File: src/rtl/cpu_param.sv
// Shared CPU parameter package: CP0 register numbers, SR/Cause bit positions,
// ExcCode values and the EPC computation used on handler entry.
package cpu_param;

  // CP0 register numbers as seen by mtc0/mfc0
  typedef enum logic [4:0] {
    CP0_COUNT   = 5'd9,
    CP0_COMPARE = 5'd11,
    CP0_SR      = 5'd12,
    CP0_CAUSE   = 5'd13,
    CP0_EPC     = 5'd14,
    CP0_PRID    = 5'd15
  } cp0_reg_e;

  // ExcCode values written into Cause[6:2]
  typedef enum logic [4:0] {
    EXC_INT  = 5'd0,
    EXC_ADEL = 5'd4,
    EXC_ADES = 5'd5,
    EXC_RI   = 5'd10,
    EXC_OV   = 5'd12
  } exc_code_e;

  // Bit positions inside SR and Cause
  localparam int SR_IE       = 0;
  localparam int SR_EXL      = 1;
  localparam int IM_LO       = 10;
  localparam int CAUSE_BD    = 31;
  localparam int EXC_CODE_LO = 2;

  // Return address for the handler: word-aligned PC, backed up one
  // instruction when the faulting instruction sits in a delay slot so that
  // eret re-executes the branch. Wraps modulo 2^32.
  function automatic logic [31:0] epc_calc(input logic [31:0] pc, input logic bd);
    return (pc & 32'hFFFF_FFFC) - (bd ? 32'd4 : 32'd0);
  endfunction

endpackage

File: src/rtl/cp0_ctrl_if.sv
// M-stage <-> CP0 bus: exception/interrupt requests, mtc0/mfc0 access, eret,
// and the handler-entry request / EPC returned to the PC logic.
interface cp0_ctrl_if #(
  parameter int NUM_HWINT = 6
);
  logic [31:0]          pc_m;
  logic                 bd_m;
  logic                 exc_valid;
  logic [4:0]           exc_code;
  logic [NUM_HWINT-1:0] hwint;
  logic                 we;
  logic [4:0]           addr;
  logic [31:0]          wdata;
  logic                 eret;
  logic [31:0]          rdata;
  logic                 exc_req;
  logic [31:0]          epc_out;

  // Pipeline side
  modport master (
    output pc_m, bd_m, exc_valid, exc_code, hwint, we, addr, wdata, eret,
    input  rdata, exc_req, epc_out
  );

  // Coprocessor side
  modport slave (
    input  pc_m, bd_m, exc_valid, exc_code, hwint, we, addr, wdata, eret,
    output rdata, exc_req, epc_out
  );
endinterface

File: src/rtl/cp0_timer.sv
// Count/Compare timer for CP0. Only present when CP0_TIMER_EN is defined.
// tip is asserted combinationally the cycle Count equals Compare and is then
// held sticky until Compare is rewritten.
`ifdef CP0_TIMER_EN
module cp0_timer (
  input  logic        clk,
  input  logic        reset,
  input  logic        i_we_count,
  input  logic        i_we_compare,
  input  logic [31:0] i_wdata,
  output logic [31:0] o_count,
  output logic [31:0] o_compare,
  output logic        o_tip
);
  logic [31:0] r_count;
  logic [31:0] r_compare;
  logic        r_tip;
  logic        w_match;

  assign w_match   = (r_count == r_compare);
  assign o_count   = r_count;
  assign o_compare = r_compare;
  assign o_tip     = r_tip | w_match;

  // Free-running counter; an mtc0 load replaces that cycle's increment
  always_ff @(posedge clk or negedge reset) begin
    if (!reset) begin
      r_count <= 32'd0;
    end else if (i_we_count) begin
      r_count <= i_wdata;
    end else begin
      r_count <= r_count + 32'd1;
    end
  end

  // Compare register and sticky match flag; writing Compare acknowledges it
  always_ff @(posedge clk or negedge reset) begin
    if (!reset) begin
      r_compare <= 32'hFFFF_FFFF;
      r_tip     <= 1'b0;
    end else if (i_we_compare) begin
      r_compare <= i_wdata;
      r_tip     <= 1'b0;
    end else if (w_match) begin
      r_tip     <= 1'b1;
    end
  end
endmodule
`endif

File: src/rtl/cp0_ctrl.sv
// Coprocessor 0: SR, Cause, EPC, PRId; interrupt/exception arbitration.
// Optional Count/Compare timer enabled by defining CP0_TIMER_EN.
module cp0_ctrl
  import cpu_param::*;
#(
  parameter int          NUM_HWINT = 6,
  parameter logic [31:0] PRID_VAL  = 32'h1817_1906,
  parameter logic [31:0] EPC_RESET = 32'h0000_0000
) (
  input logic        clk,
  input logic        reset,
  cp0_ctrl_if.slave  bus
);
  logic [NUM_HWINT-1:0] r_im;
  logic                 r_exl;
  logic                 r_ie;
  logic                 r_bd;
  logic [NUM_HWINT-1:0] r_ip;
  logic [4:0]           r_exc_code;
  logic [31:0]          r_epc;

  logic [NUM_HWINT-1:0] w_hw;
  logic                 w_int_req;
  logic                 w_exc_take;
  logic                 w_exc_req;
  logic                 w_we_sr;
  logic                 w_we_epc;
  logic [31:0]          w_sr;
  logic [31:0]          w_cause;

`ifdef CP0_TIMER_EN
  logic [31:0] w_count;
  logic [31:0] w_compare;
  logic        w_tip;

  // A flushed mtc0 must not touch the timer either
  cp0_timer u_timer (
    .clk          (clk),
    .reset        (reset),
    .i_we_count   (bus.we & ~w_exc_req & (bus.addr == CP0_COUNT)),
    .i_we_compare (bus.we & ~w_exc_req & (bus.addr == CP0_COMPARE)),
    .i_wdata      (bus.wdata),
    .o_count      (w_count),
    .o_compare    (w_compare),
    .o_tip        (w_tip)
  );

  // Timer interrupt shares the top implemented line, ahead of IM masking
  assign w_hw = bus.hwint | (NUM_HWINT'(w_tip) << (NUM_HWINT - 1));
`else
  assign w_hw = bus.hwint;
`endif

  assign w_int_req   = (|(w_hw & r_im)) & r_ie & ~r_exl;
  assign w_exc_take  = bus.exc_valid & ~r_exl;
  assign w_exc_req   = w_int_req | w_exc_take;
  // Gated by reset so a pending request drops as soon as reset asserts
  assign bus.exc_req = w_exc_req & reset;
  assign bus.epc_out = r_epc;

  // mtc0 only lands when the instruction is not being flushed
  assign w_we_sr  = bus.we & ~w_exc_req & (bus.addr == CP0_SR);
  assign w_we_epc = bus.we & ~w_exc_req & (bus.addr == CP0_EPC);

  // Assemble architectural SR and Cause views; unimplemented bits read 0
  always_comb begin
    w_sr                                = '0;
    w_sr[IM_LO +: NUM_HWINT]            = r_im;
    w_sr[SR_EXL]                        = r_exl;
    w_sr[SR_IE]                         = r_ie;
    w_cause                             = '0;
    w_cause[CAUSE_BD]                   = r_bd;
    w_cause[IM_LO +: NUM_HWINT]         = r_ip;
    w_cause[EXC_CODE_LO +: 5]           = r_exc_code;
  end

  // mfc0 read mux; same-cycle mtc0 is deliberately not forwarded
  always_comb begin
    bus.rdata = '0;
    case (bus.addr)
      CP0_SR:      bus.rdata = w_sr;
      CP0_CAUSE:   bus.rdata = w_cause;
      CP0_EPC:     bus.rdata = r_epc;
      CP0_PRID:    bus.rdata = PRID_VAL;
`ifdef CP0_TIMER_EN
      CP0_COUNT:   bus.rdata = w_count;
      CP0_COMPARE: bus.rdata = w_compare;
`endif
      default:     bus.rdata = '0;
    endcase
  end

  // Architectural state: handler entry beats eret/mtc0, which are flushed
  always_ff @(posedge clk or negedge reset) begin
    if (!reset) begin
      r_im       <= '0;
      r_exl      <= 1'b0;
      r_ie       <= 1'b0;
      r_bd       <= 1'b0;
      r_ip       <= '0;
      r_exc_code <= '0;
      r_epc      <= EPC_RESET;
    end else begin
      r_ip <= w_hw;
      if (w_exc_req) begin
        r_exl      <= 1'b1;
        r_bd       <= bus.bd_m;
        r_exc_code <= w_int_req ? EXC_INT : bus.exc_code;
        r_epc      <= epc_calc(bus.pc_m, bus.bd_m);
      end else begin
        if (w_we_sr) begin
          r_im  <= bus.wdata[IM_LO +: NUM_HWINT];
          r_ie  <= bus.wdata[SR_IE];
          r_exl <= bus.eret ? 1'b0 : bus.wdata[SR_EXL];
        end else if (bus.eret) begin
          r_exl <= 1'b0;
        end
        if (w_we_epc) begin
          r_epc <= bus.wdata;
        end
      end
    end
  end
endmodule
File: src/flat_wrapper.sv
// flat-port wrapper written by rule: the top's interface ports become plain ports
module cp0_ctrl_flat import cpu_param::*;
#(
  parameter int          NUM_HWINT = 6,
  parameter logic [31:0] PRID_VAL  = 32'h1817_1906,
  parameter logic [31:0] EPC_RESET = 32'h0000_0000
)
  (clk, reset, bus_pc_m, bus_bd_m, bus_exc_valid, bus_exc_code, bus_hwint, bus_we, bus_addr, bus_wdata, bus_eret, bus_rdata, bus_exc_req, bus_epc_out);
  cp0_ctrl_if #(.NUM_HWINT(NUM_HWINT)) bus_i ();
  input logic clk;
  input logic reset;
  input wire logic [$bits(bus_i.pc_m)-1:0] bus_pc_m;
  input wire logic [$bits(bus_i.bd_m)-1:0] bus_bd_m;
  input wire logic [$bits(bus_i.exc_valid)-1:0] bus_exc_valid;
  input wire logic [$bits(bus_i.exc_code)-1:0] bus_exc_code;
  input wire logic [$bits(bus_i.hwint)-1:0] bus_hwint;
  input wire logic [$bits(bus_i.we)-1:0] bus_we;
  input wire logic [$bits(bus_i.addr)-1:0] bus_addr;
  input wire logic [$bits(bus_i.wdata)-1:0] bus_wdata;
  input wire logic [$bits(bus_i.eret)-1:0] bus_eret;
  output wire logic [$bits(bus_i.rdata)-1:0] bus_rdata;
  output wire logic [$bits(bus_i.exc_req)-1:0] bus_exc_req;
  output wire logic [$bits(bus_i.epc_out)-1:0] bus_epc_out;
  assign bus_i.pc_m = bus_pc_m;
  assign bus_i.bd_m = bus_bd_m;
  assign bus_i.exc_valid = bus_exc_valid;
  assign bus_i.exc_code = bus_exc_code;
  assign bus_i.hwint = bus_hwint;
  assign bus_i.we = bus_we;
  assign bus_i.addr = bus_addr;
  assign bus_i.wdata = bus_wdata;
  assign bus_i.eret = bus_eret;
  assign bus_rdata = bus_i.rdata;
  assign bus_exc_req = bus_i.exc_req;
  assign bus_epc_out = bus_i.epc_out;
  cp0_ctrl #(.NUM_HWINT(NUM_HWINT), .PRID_VAL(PRID_VAL), .EPC_RESET(EPC_RESET)) u_core (.clk(clk), .reset(reset), .bus(bus_i));
endmodule
File: config.mk
export PLATFORM = sky130hd
export DESIGN_NAME = cp0_ctrl_flat
export DESIGN_NICKNAME = d
export VERILOG_FILES = /design/src/rtl/cpu_param.sv /design/src/rtl/cp0_ctrl_if.sv /design/src/rtl/cp0_timer.sv /design/src/rtl/cp0_ctrl.sv /design/src/flat_wrapper.sv
export SDC_FILE = /design/constraint.sdc
export NUM_CORES = 1
export LEC_CHECK = 0
export CAP_MARGIN = 25
export CORE_ASPECT_RATIO = 1.2
export CORE_MARGIN = 3
export CORE_UTILIZATION = 45
export CTS_CLUSTER_SIZE = 30
export DETAILED_ROUTE_END_ITERATION = 12
export GPL_TIMING_DRIVEN = 0
export PLACE_DENSITY = 0.95
export SLEW_MARGIN = 20
export SYNTH_ARGS = -nofsm -noshare
export SYNTH_HDL_FRONTEND = slang
export SYNTH_SLANG_ARGS = --single-unit
File: constraint.sdc
create_clock -name clk -period 4.5 [get_ports clk]
set_clock_uncertainty 0.15 [all_clocks]
set_input_delay 1.35 -clock clk [delete_from_list [all_inputs] [get_ports clk]]
set_output_delay 1.35 -clock clk [all_outputs]
set_load 0.02 [all_outputs]
* Word-level counts from Yosys, hierarchy flattened
Cells that the tools add are included.
** Operators by class
- Muxes and demuxes :: 9
- Reduce and logical (&&, ||, !) cells :: 4
- Bitwise operators :: 11
- $add $sub $neg :: 1
- Equal/unequal tests :: 4
** Operator list (count)
- 32-bit case mux with 4 select lines :: 1
- 32-bit 2-to-1 mux :: 2
- 32-bit subtractor :: 1
- 5-bit by 4-bit equality test with 1-bit output (second input constant) :: 4
- 1-bit bitwise AND :: 7
- 6-bit bitwise AND :: 1
- 6-bit OR reduction :: 1
- 5-bit 2-to-1 mux :: 1
- 1-bit 2-to-1 mux :: 4
- 3-bit 2-to-1 mux :: 1
- 3-bit nonzero test :: 1
- 1-bit NOT :: 2
- 2-bit AND reduction :: 1
- 2-bit nonzero test :: 1
- 1-bit OR :: 1
** Word-level totals
- Bits in registers :: 52
- Input port bits :: 86
- Logic and storage cells :: 36

* Depth between registers and ports, before layout
Gate-level depths: netlist (run 1).
- Depth after elaboration :: 10
- Gate-level depth with buffers :: 8
- Gate-level depth less buffers :: 7

* Worst setup path after synthesis (run 1)
OpenSTA, ideal clock, no wires.
- Path kind :: input-to-output
- Start point :: input port bus_hwint[2]
- End point :: output port bus_exc_req
- Path buffers :: 2
- Cell stages on the path :: 5
- Arrival :: 2.522 ns
- Slack :: 0.478 ns
- Required time :: 3.000 ns
- Path through :: a221o_1 -> o31a_1 -> clkbuf_1 -> clkbuf_1 -> and2_1
** Between the ends
- Word-level cells in the longest chain between the ends :: 6
** RTL lines
- start, declared :: RTL line flat_wrapper.sv:16 : input wire logic [$bits(bus_i.hwint)-1:0] bus_hwint;
- 6-bit bitwise AND :: RTL line cp0_ctrl.sv:54 : assign w_int_req = (|(w_hw & r_im)) & r_ie & ~r_exl;
- 6-bit OR reduction :: RTL line cp0_ctrl.sv:54
- 1-bit bitwise AND (2 in a row) :: RTL line cp0_ctrl.sv:54
- 1-bit OR :: RTL line cp0_ctrl.sv:56 : assign w_exc_req = w_int_req | w_exc_take;
- 1-bit bitwise AND :: RTL line cp0_ctrl.sv:58 : assign bus.exc_req = w_exc_req & reset;
- end, declared :: RTL line flat_wrapper.sv:22 : output wire logic [$bits(bus_i.exc_req)-1:0] bus_exc_req;
No other way between the ends.

* Worst setup path after layout (run 1)
- Start point :: input port bus_addr[3]
- End point :: output port bus_rdata[22]
** Between the ends
- Word-level cells in the longest chain between the ends :: 2
** RTL lines
- start, declared :: RTL line flat_wrapper.sv:18 : input wire logic [$bits(bus_i.addr)-1:0] bus_addr;
- 5-bit by 4-bit equality test with 1-bit output :: RTL line cp0_ctrl.sv:80 : case (bus.addr)
- 32-bit case mux with 4 select lines * :: RTL line cp0_ctrl.sv:80
- end, declared :: RTL line flat_wrapper.sv:21 : output wire logic [$bits(bus_i.rdata)-1:0] bus_rdata;
Every way passes the cells marked *; elsewhere a longest branch is shown, timed or not.

==> results.yml, run 1 <==
status:
  status: "finished clean"
finish:
  ff_latch_area_sq_mm: 0.00130
  area.growth.synth_to_final_pct: 53.9
  fin_util_pct: 73.1
  final_cells: 611
  fin_area_sq_mm: 0.00510
  final_layout_size_suffix_gt1_share_pct: 11.5
  multi_input_area_sq_mm: 0.00191
  nFillCells: 471
  diodes: 0
  final_nets: 611
yosys:
  synth_edf_count: 0
  synth_top_area_share_pct: 39.3
  synth-seq-cells: 52
  syn_area_per_cell_sq_um: 9.08
  synthFlopType: "dfrtp_1"
  syn_inst: 365
  ys_warn_count: 0
  ys_types: 47
  synth-async-reset-ratio_pct: 100
  synth_area_leaders: "dfrtp_1 (39%), and3_1 (7.0%), a211oi_1 (5.9%)"
  syn_area_sq_mm: 0.00331
  synth_fp_nets: 453
  synth_area_leader_cell: "dfrtp_1"
  synth_most_common_cell: "dfrtp_1"
  yosysSeqAreaShare_pct: 39.3
  synth_common_cells: "dfrtp_1 (52), and3_1 (37), nor2_1 (33)"
setup_path:
  path_cells: "clkdlybuf4s50_1, and3b_2, clkbuf_4, and3_1, dlygate4sd2_1"
  worstSetupStartpointType: "input port"
  crit_type: "input port to output port"
  startpoint: "bus_addr[3]"
  rr_startpoint: "u_core.r_im[2]"
  cp_max_fo: 10
  endpoint_kind: "output port"
  crit_family: "buffers and inverters"
  cpMaxStageDelayCell: "clkdlybuf4s50_1"
  crit_buf_inv: 3
  worstPathArrival_ns: 2.95
  cpPeakStageDelay_ns: 0.51
  cp.required_ns: 3.00
sta:
  hold_violations: 0
  timing.final.crit_period_ns: 4.45
  setup_tns_ns: 0
  slew-limit-headroom_pct: 52.9
  finalSetupViolCount: 0
  timing.fmax_mhz: 225
  rsz0062_at_grt: "false"
  worst_slack_ns: 0.0523
  slew_violations: 0
  hold_slack_ns: 0.361
  finalCritPeriodShare_pct: 98.8
  tightest_slew_ns: 0.707
routing:
  ant_nets: 0
  initialDrtViolationCount: 370
  wl_per_cell_microns: 21.1
  detail_route.first_pass.iterations: 5
  drc: 0
  vias: 3947
  totalWireLength_microns: 12900
  via_per_inst: 6.46
clock_network:
  cts_buffers: 5
  clk_pin_slew_ns: 0.09
  clkLatencyLatePin_ns: 0.31
  cts_tree: "yes"
  htreeDepth: 2
  root_buffer: "clkbuf_8"
  cts_hold_buf: 0
  clockBufferDepth: 2
  numClockSinks: 52
placement:
  placed_cell_area_sq_mm: 0.00493
  hpwl_microns: 9900
  dp_cells: 601
  place.port_buffers: 148
  gp_congestion: 0.875
  pre_cts_slack_ns: -0.967
job:
  max_cap_violations: 0
pwr:
  p_sw_share_pct: 39.2
  seqPwrFrac_pct: 38.0
  internal-power_mw: 1.30
  p_comb_share_pct: 47.0
  powerDensity_mw_per_mm2: 420
  ir_worst_vdd_v: 0.000283
  finalPower_mw: 2.14
  pwr-share-clk_pct: 15.0
  power_leakage_nw: 2.30
  power.switching_mw: 0.840
global_routing:
  grt_max_degree: 32
  grt_pass1_vias: 3948
  antenna_found_initial: 0
  grt_pass1_wl_microns: 19900
  grtUsageTotal_pct: 29.6
  grt_overflow_total: 0
floorplanning:
  die_h_microns: 100
  row_count: 33
  coreArea_sq_mm: 0.00698
  dieArea_sq_mm: 0.00843
  die_x_microns: 84.3
  initial_core_util_pct: 47.5
  ios: 151
hold_path:
  hold_path.class: "register to register"
  hold_start: "u_core.r_bd"
final timing paths:
check                                  endpoint  slack [ns]  depth (start not counted)
max                               bus_rdata[22]        0.05                          5
min reg2reg                         u_core.r_bd        0.36                          2
max reg2reg                      u_core.r_im[4]        2.16                          5
min                                 u_core.r_bd        0.36                          2
min in group asynchronous  u_core.r_exc_code[3]        0.93                          1
max in group asynchronous        u_core.r_ip[4]        2.71                          2
layer usage:
| layer | vias to the layer above | track usage [%] | part of all wire [%] |
|---|---|---|---|
| met2 | 291 | 52.0 | 49 |
| met1 | 1873 | 34.0 | 34 |
| met3 | 66 | 6.08 | 11 |
| met5 | - | 0 | 0 |
| met4 | 0 | 15.5 | 5.1 |
| li1 | 1717 | - | - |
cell usage in the layout, fill, tap and decap left out, types with 8 or more instances in the layout:
master	count
clkdlybuf4s50_1	112
dfrtp_1	52
and3_1	37
nor2_1	33
a211oi_1	26
clkbuf_1	18
a21oi_1	17
a31oi_1	17
dlygate4sd2_1	16
nand2_1	13
o31ai_1	13
or4_1	12
o21ai_0	11
mux2_2	11
dlymetal6s2s_1	10
mux2i_1	9
or3_1	9
a22o_1	8
power groups by stage:
stage / clock (mW) / sequential (mW) / combinational, mW
floorplan: 0 / 0.923 / 0.341
global placement: 0 / 0.797 / 0.956
detailed placement: 0 / 0.809 / 0.987
CTS: 0.322 / 0.802 / 0.999
global route: 0.336 / 0.828 / 1.07
finish: 0.322 / 0.813 / 1.01
logic make-up after synthesis:
group                    after synthesis  synth area share (%)
XOR/XNOR                              10                  2.64
AND/OR/NAND/NOR                      144                  25.4
adder cells (fa/ha/maj)                2                 0.755
multiplexers                          20                  6.46
buffers and inverters                 32                  3.66
AO/OA/AOI/OAI                        105                  21.8
flip-flops                            52                  39.3
worst reg2reg max path, delay by kind of cell (launching register included):
kind                   cells  cell delay [ns]
AO/OA/AOI/OAI              2             0.73
buffers and inverters      1             0.18
flip-flops                 1             0.42
multiplexers               1             0.39
AND/OR/NAND/NOR            1             0.36
cell type report:
type | instances | share of cell area, %
buffer | 27 | 2.77
clock buffer | 6 | 1.42
clock inverter | 2 | 0.687
inverter | 3 | 0.221
multi-input combinational | 281 | 37.5
sequential | 52 | 25.5
tap | 87 | 2.13
timing repair buffer | 153 | 29.8
registers in the layout, indices dropped and copies added, names as in the netlist:
signal,count
u_core.r_ie,1
u_core.r_exl,1
u_core.r_im,6
u_core.r_bd,1
u_core.bus.epc_out,32
u_core.r_ip,6
u_core.r_exc_code,5
timing repair:
item                                    in CTS  in global routing
resized for setup                           60                 16
pin swaps                                    1                  1
endpoints found under the setup margin      33                 17
setup buffers                                3                  1
Note: power is estimated with default switching activity, not from simulation.
==> run 2: changes to the inputs <==
--- a/config.mk
+++ b/config.mk
@@ -9,6 +9,7 @@
 export CORE_ASPECT_RATIO = 1.2
 export CORE_MARGIN = 3
 export CORE_UTILIZATION = 45
+export CTS_BUF_LIST = sky130_fd_sc_hd__clkbuf_16
 export CTS_CLUSTER_SIZE = 30
 export DETAILED_ROUTE_END_ITERATION = 12
 export GPL_TIMING_DRIVEN = 0
==> run 2 against run 1 <==
  * Critical path depth up 1
  * Combinational power about the same
  * Cell count up 0.16%
  * Clock-buffer cell count down 1
  * Global-route usage up 1.4 points
  * Final area up 1.0%
  * Sequential power up 0.9%
  * Sequential cell count unchanged
  * Register-to-register slack about the same
  * Via count up 1.7%
  * Power up 5.8%
==> results.yml, run 2 (synthesis results as in run 1) <==
setup_path:
  startpoint: "bus_addr[3]"
  ff2ff_setup_slack_ns: 2.16
  worst-path-stages: 6
  crit_buf_inv: 3
  path_cells: "clkdlybuf4s50_1, and3b_2, clkbuf_4, nand2_4, nor2_1, clkdlybuf4s15_1"
  crit_type: "input port to output port"
  worstRegToRegCells: 5
  cp.required_ns: 3.00
  cp_max_fo: 10
  worstSetupStartpointType: "input port"
  crit_family: "buffers and inverters"
  r2r-end: "u_core.r_im[3]"
  crit_end: "bus_rdata[18]"
  cpPeakStageDelay_ns: 0.51
  worstPathArrival_ns: 2.96
  endpoint_kind: "output port"
  rr_startpoint: "u_core.r_im[2]"
  cpMaxStageDelayCell: "clkdlybuf4s50_1"
sta:
  finalCritPeriodShare_pct: 99.0
  hold_slack_ns: 0.363
  setup_tns_ns: 0
  timing.final.crit_period_ns: 4.46
  timing.fmax_mhz: 224
  finalSetupViolCount: 0
  slew-limit-headroom_pct: 51.8
  hold_violations: 0
  slew_violations: 0
  tightest_slew_ns: 0.723
routing:
  ant_nets: 0
  drc: 0
  detail_route.first_pass.iterations: 5
  wl_per_cell_microns: 21.9
  via_per_inst: 6.56
  totalWireLength_microns: 13400
  initialDrtViolationCount: 393
  vias: 4015
finish:
  fin_area_sq_mm: 0.00515
  final_cells: 612
  largest_reg_flops: 32
  final_cell_mix: "clkdlybuf4s50_1 (112), dfrtp_1 (52), and3_1 (37)"
  area.growth.synth_to_final_pct: 55.5
  layout_commonest_cell: "clkdlybuf4s50_1"
  final_layout_size_suffix_gt1_share_pct: 11.3
  final_nets: 611
placement:
  place.port_buffers: 148
  hpwl_microns: 9900
  gp_congestion: 0.875
  placed_cell_area_sq_mm: 0.00493
  dp_cells: 601
hold_path:
  hold_path.class: "register to register"
clock_network:
  clkLatencyLatePin_ns: 0.29
  clockBufferDepth: 2
  clk_pin_slew_ns: 0.07
  cts_tree: "yes"
  htreeDepth: 2
  cts_hold_buf: 0
  cts_buffers: 5
  root_buffer: "clkbuf_16"
  numClockSinks: 52
pwr:
  power_leakage_nw: 2.33
  ir_worst_vdd_v: 0.000288
  finalPower_mw: 2.27
  powerDensity_mw_per_mm2: 440
global_routing:
  grt_max_degree: 32
  grt_pass1_wl_microns: 20800
  grtUsageMet2_pct: 55.3
  grtUsageTotal_pct: 31.1
  busiest_layer: "met2"
  antenna_found_initial: 0
  grtUsageMet3_pct: 6.98
  grt_overflow_total: 0
  met1_usage_pct: 35.1
  grt_pass1_vias: 4066
job:
  max_cap_violations: 0
floorplanning:
  initial_core_util_pct: 47.5
  die_x_microns: 84.3
  ios: 151
  row_count: 33
  dieArea_sq_mm: 0.00843
  coreArea_sq_mm: 0.00698
  die_h_microns: 100
status:
  status: "finished clean"
==> run 2: changes by cell type in the layout (fill, tap and decap cells not counted) <==
cell       before  now
buf_2           3    4
buf_4           4    3
clkbuf_1       18   17
clkbuf_16       0    5
clkbuf_8        6    1
diode_2         0    1
inv_1           3    4
o31ai_1        13   14
o31ai_2         1    0
==> run 2: how the worst min path moves through the flow <==
| stage | cells past startpoint | start | slack, ns | to |
|---|---|---|---|---|
| after floorplan | 2 | u_core.r_bd | 0.30 | u_core.r_bd |
| after CTS | 1 | u_core.r_exc_code[2] | 0.37 | u_core.r_exc_code[2] |
| after global placement | 2 | u_core.r_bd | 0.31 | u_core.r_bd |
| final | 1 | u_core.r_exc_code[2] | 0.36 | u_core.r_exc_code[2] |
| after global routing | 1 | u_core.r_exc_code[1] | 0.39 | u_core.r_exc_code[1] |
| after detailed placement | 2 | u_core.r_bd | 0.34 | u_core.r_bd |
==> run 2: layout make-up <==
| type | count | area, sq um |
|---|---|---|
| Timing Repair Buffer | 153 | 1520 |
| Clock buffer | 5 | 125 |
| Buffer | 27 | 141 |
| Antenna cell | 1 | 2.50 |
| Multi-Input combinational cell | 281 | 1910 |
| Sequential cell | 52 | 1300 |
| Inverter | 3 | 11.3 |
| Fill cell | 446 | 1830 |
| Clock inverter | 3 | 38.8 |
| Tap cell | 87 | 109 |
==> run 2: where the power goes <==
group | internal, mW | total (mW) | switching (mW)
logic | 0.493 | 1.01 | 0.522
registers | 0.644 | 0.820 | 0.176
clock network | 0.260 | 0.431 | 0.171
==> run 2: through the flow <==
step | worst slack, ns | util [%]
after floorplan | 0.478 | -
after global routing | -0.00647 | 73.8
final | 0.0430 | 73.8
after detailed placement | -0.967 | 70.6
after CTS | 0.000516 | 73.6
after global placement | -1.35 | 70.3
==> run 2: layer usage <==
layer | vias to the layer above | share of wire [%]
li1 | 1715 | -
met2 | 325 | 51
met5 | - | 0
met1 | 1911 | 35
met3 | 64 | 9.6
met4 | 0 | 4.4
==> run 2: repair_timing <==
item,CTS,global route
setup buffers,3,0
pin swaps,1,1
endpoints found under the setup margin,33,17
resized for setup,60,16
==> run 3: changes to the inputs <==
--- a/config.mk
+++ b/config.mk
@@ -8,8 +8,8 @@
 export CAP_MARGIN = 25
 export CORE_ASPECT_RATIO = 1.2
 export CORE_MARGIN = 3
-export CORE_UTILIZATION = 45
-export CTS_BUF_LIST = sky130_fd_sc_hd__clkbuf_16
+export CORE_UTILIZATION = 47
+export CTS_BUF_LIST = sky130_fd_sc_hd__clkbuf_4
 export CTS_CLUSTER_SIZE = 30
 export DETAILED_ROUTE_END_ITERATION = 12
 export GPL_TIMING_DRIVEN = 0
==> run 3 against run 2 <==
  * Sequential share of layout area up 0.88 points
  * Hold slack improved by 0.0045 ns
  * First-iteration DRC count shrank 19%
  * Core utilization up 1.1 points
  * Routed wire length decreased by 11%
  * Clock power is 51% lower
  * Largest cell class unchanged
==> results.yml, run 3 (synthesis results as in run 1) <==
status:
  status: "finished clean"
sta:
  timing.final.crit_period_ns: 4.46
  rsz0062_at_grt: "false"
  finalCritPeriodShare_pct: 99.0
  setup_tns_ns: 0
  slew-limit-headroom_pct: 27.6
  finalSetupViolCount: 0
  tightest_slew_ns: 1.08
  timing.fmax_mhz: 224
  hold_violations: 0
  slew_violations: 0
routing:
  via_per_inst: 6.21
  ant_nets: 0
  drc: 0
  vias: 3762
  detail_route.first_pass.iterations: 7
  totalWireLength_microns: 12000
  wl_per_cell_microns: 19.8
  initialDrtViolationCount: 317
global_routing:
  busiest_layer: "met2"
  grtUsageMet2_pct: 50.5
  grtUsageMet3_pct: 5.07
  grt_pass1_vias: 3696
  grt_max_degree: 54
  grt_pass1_wl_microns: 18600
  antenna_found_initial: 0
  grt_overflow_total: 0
  met1_usage_pct: 36.1
  grtUsageTotal_pct: 29.6
finish:
  fin_util_pct: 74.9
  final_nets: 608
  largest_reg_flops: 32
  diodes: 0
  final_layout_size_suffix_gt1_share_pct: 10.6
  layout_commonest_cell: "clkdlybuf4s50_1"
  area.growth.synth_to_final_pct: 50.3
  final_cell_mix: "clkdlybuf4s50_1 (111), dfrtp_1 (52), and3_1 (37)"
placement:
  gp_congestion: 0.981
  place.port_buffers: 148
  hpwl_microns: 9290
clock_network:
  root_buffer: "clkbuf_4"
  cts_buffers: 5
  clkLatencyLatePin_ns: 0.37
  clockBufferDepth: 2
  numClockSinks: 52
  htreeDepth: 2
  clk_pin_slew_ns: 0.14
  cts_tree: "yes"
job:
  max_cap_violations: 0
setup_path:
  cp_max_fo: 10
  cp.required_ns: 3.00
  endpoint_kind: "output port"
  crit_type: "input port to output port"
  worstSetupStartpointType: "input port"
  worstPathArrival_ns: 2.96
  ff2ff_setup_slack_ns: 2.18
pwr:
  powerDensity_mw_per_mm2: 403
  ir_worst_vdd_v: 0.000244
  power_leakage_nw: 2.16
floorplanning:
  initial_core_util_pct: 49.8
  dieArea_sq_mm: 0.00810
  coreArea_sq_mm: 0.00665
  ios: 151
  die_x_microns: 82.6
  die_h_microns: 98.0
  row_count: 32
hold_path:
  hold_path.class: "register to register"
## run 3: cell count changes in the layout (fill, tap and decap cells not counted), moves of 2 or more
cell,delta
clkbuf_16,-5
clkbuf_4,+6
clkbuf_2,-4
buf_2,-2
dlygate4sd2_1,+9
dlymetal6s2s_1,-7
clkdlybuf4s15_2,+3
## run 3: final timing paths
kind	depth (start not counted)	endpoint	startpoint
worst max-delay path	6	bus_exc_req	bus_hwint[3]
worst min-delay path	2	u_core.r_bd	u_core.r_bd
worst max register to register	3	u_core.bus.epc_out[12]	u_core.r_im[2]
worst min register to register	2	u_core.r_bd	u_core.r_bd
max in group asynchronous	1	u_core.bus.epc_out[11]	reset
min in group asynchronous	1	u_core.r_exc_code[0]	reset
## run 3: power breakdown
group	switching (mW)	internal [mW]
Combinational	0.505	0.484
Sequential	0.162	0.642
Clock	0.147	0.0658
## run 3: area by class of cell
class	count	area (sq um)
multi-input cells	281	1900
fillers	482	1670
repair buffers	150	1470
flip-flops and latches	52	1300
plain buffers	27	134
well taps	85	106
clock buffers	6	45.0
clock inverters	2	11.3
inverters	3	11.3
## run 3: per-stage QoR
stage / instances / cell area [sq um] / hold WS, ns / total power, mW / worst slack (ns)
floorplan: 365 / 3310 / 0.297 / 1.26 / 0.478
global placement: 598 / 4900 / 0.310 / 1.75 / -1.42
detailed placement: 598 / 4900 / 0.333 / 1.78 / -0.913
CTS: 605 / 4960 / 0.365 / 1.99 / 0.00429
global route: 606 / 4980 / 0.388 / 2.10 / 0.00133
finish: 606 / 4980 / 0.368 / 2.01 / 0.0449
## run 3: metal layers
layer,part of all wire [%],vias to the layer above
met5,0,-
met4,3.1,0
met3,9.4,30
met2,51,243
met1,37,1788
li1,-,1701
## run 3: critical path, cell delays in order
cell and delay (ns):
clkdlybuf4s50_1 0.46, a221o_1 0.34, o31a_1 0.31, buf_4 0.18
and2_1 0.16, buf_2 0.15
## run 3: what timing repair did
action | CTS | global route
hold buffers | 0 | 0
buffers inserted | 1 | 1
resized for setup | 68 | 6
endpoints found under the setup margin | 33 | 15
pin swaps | 2 | 2
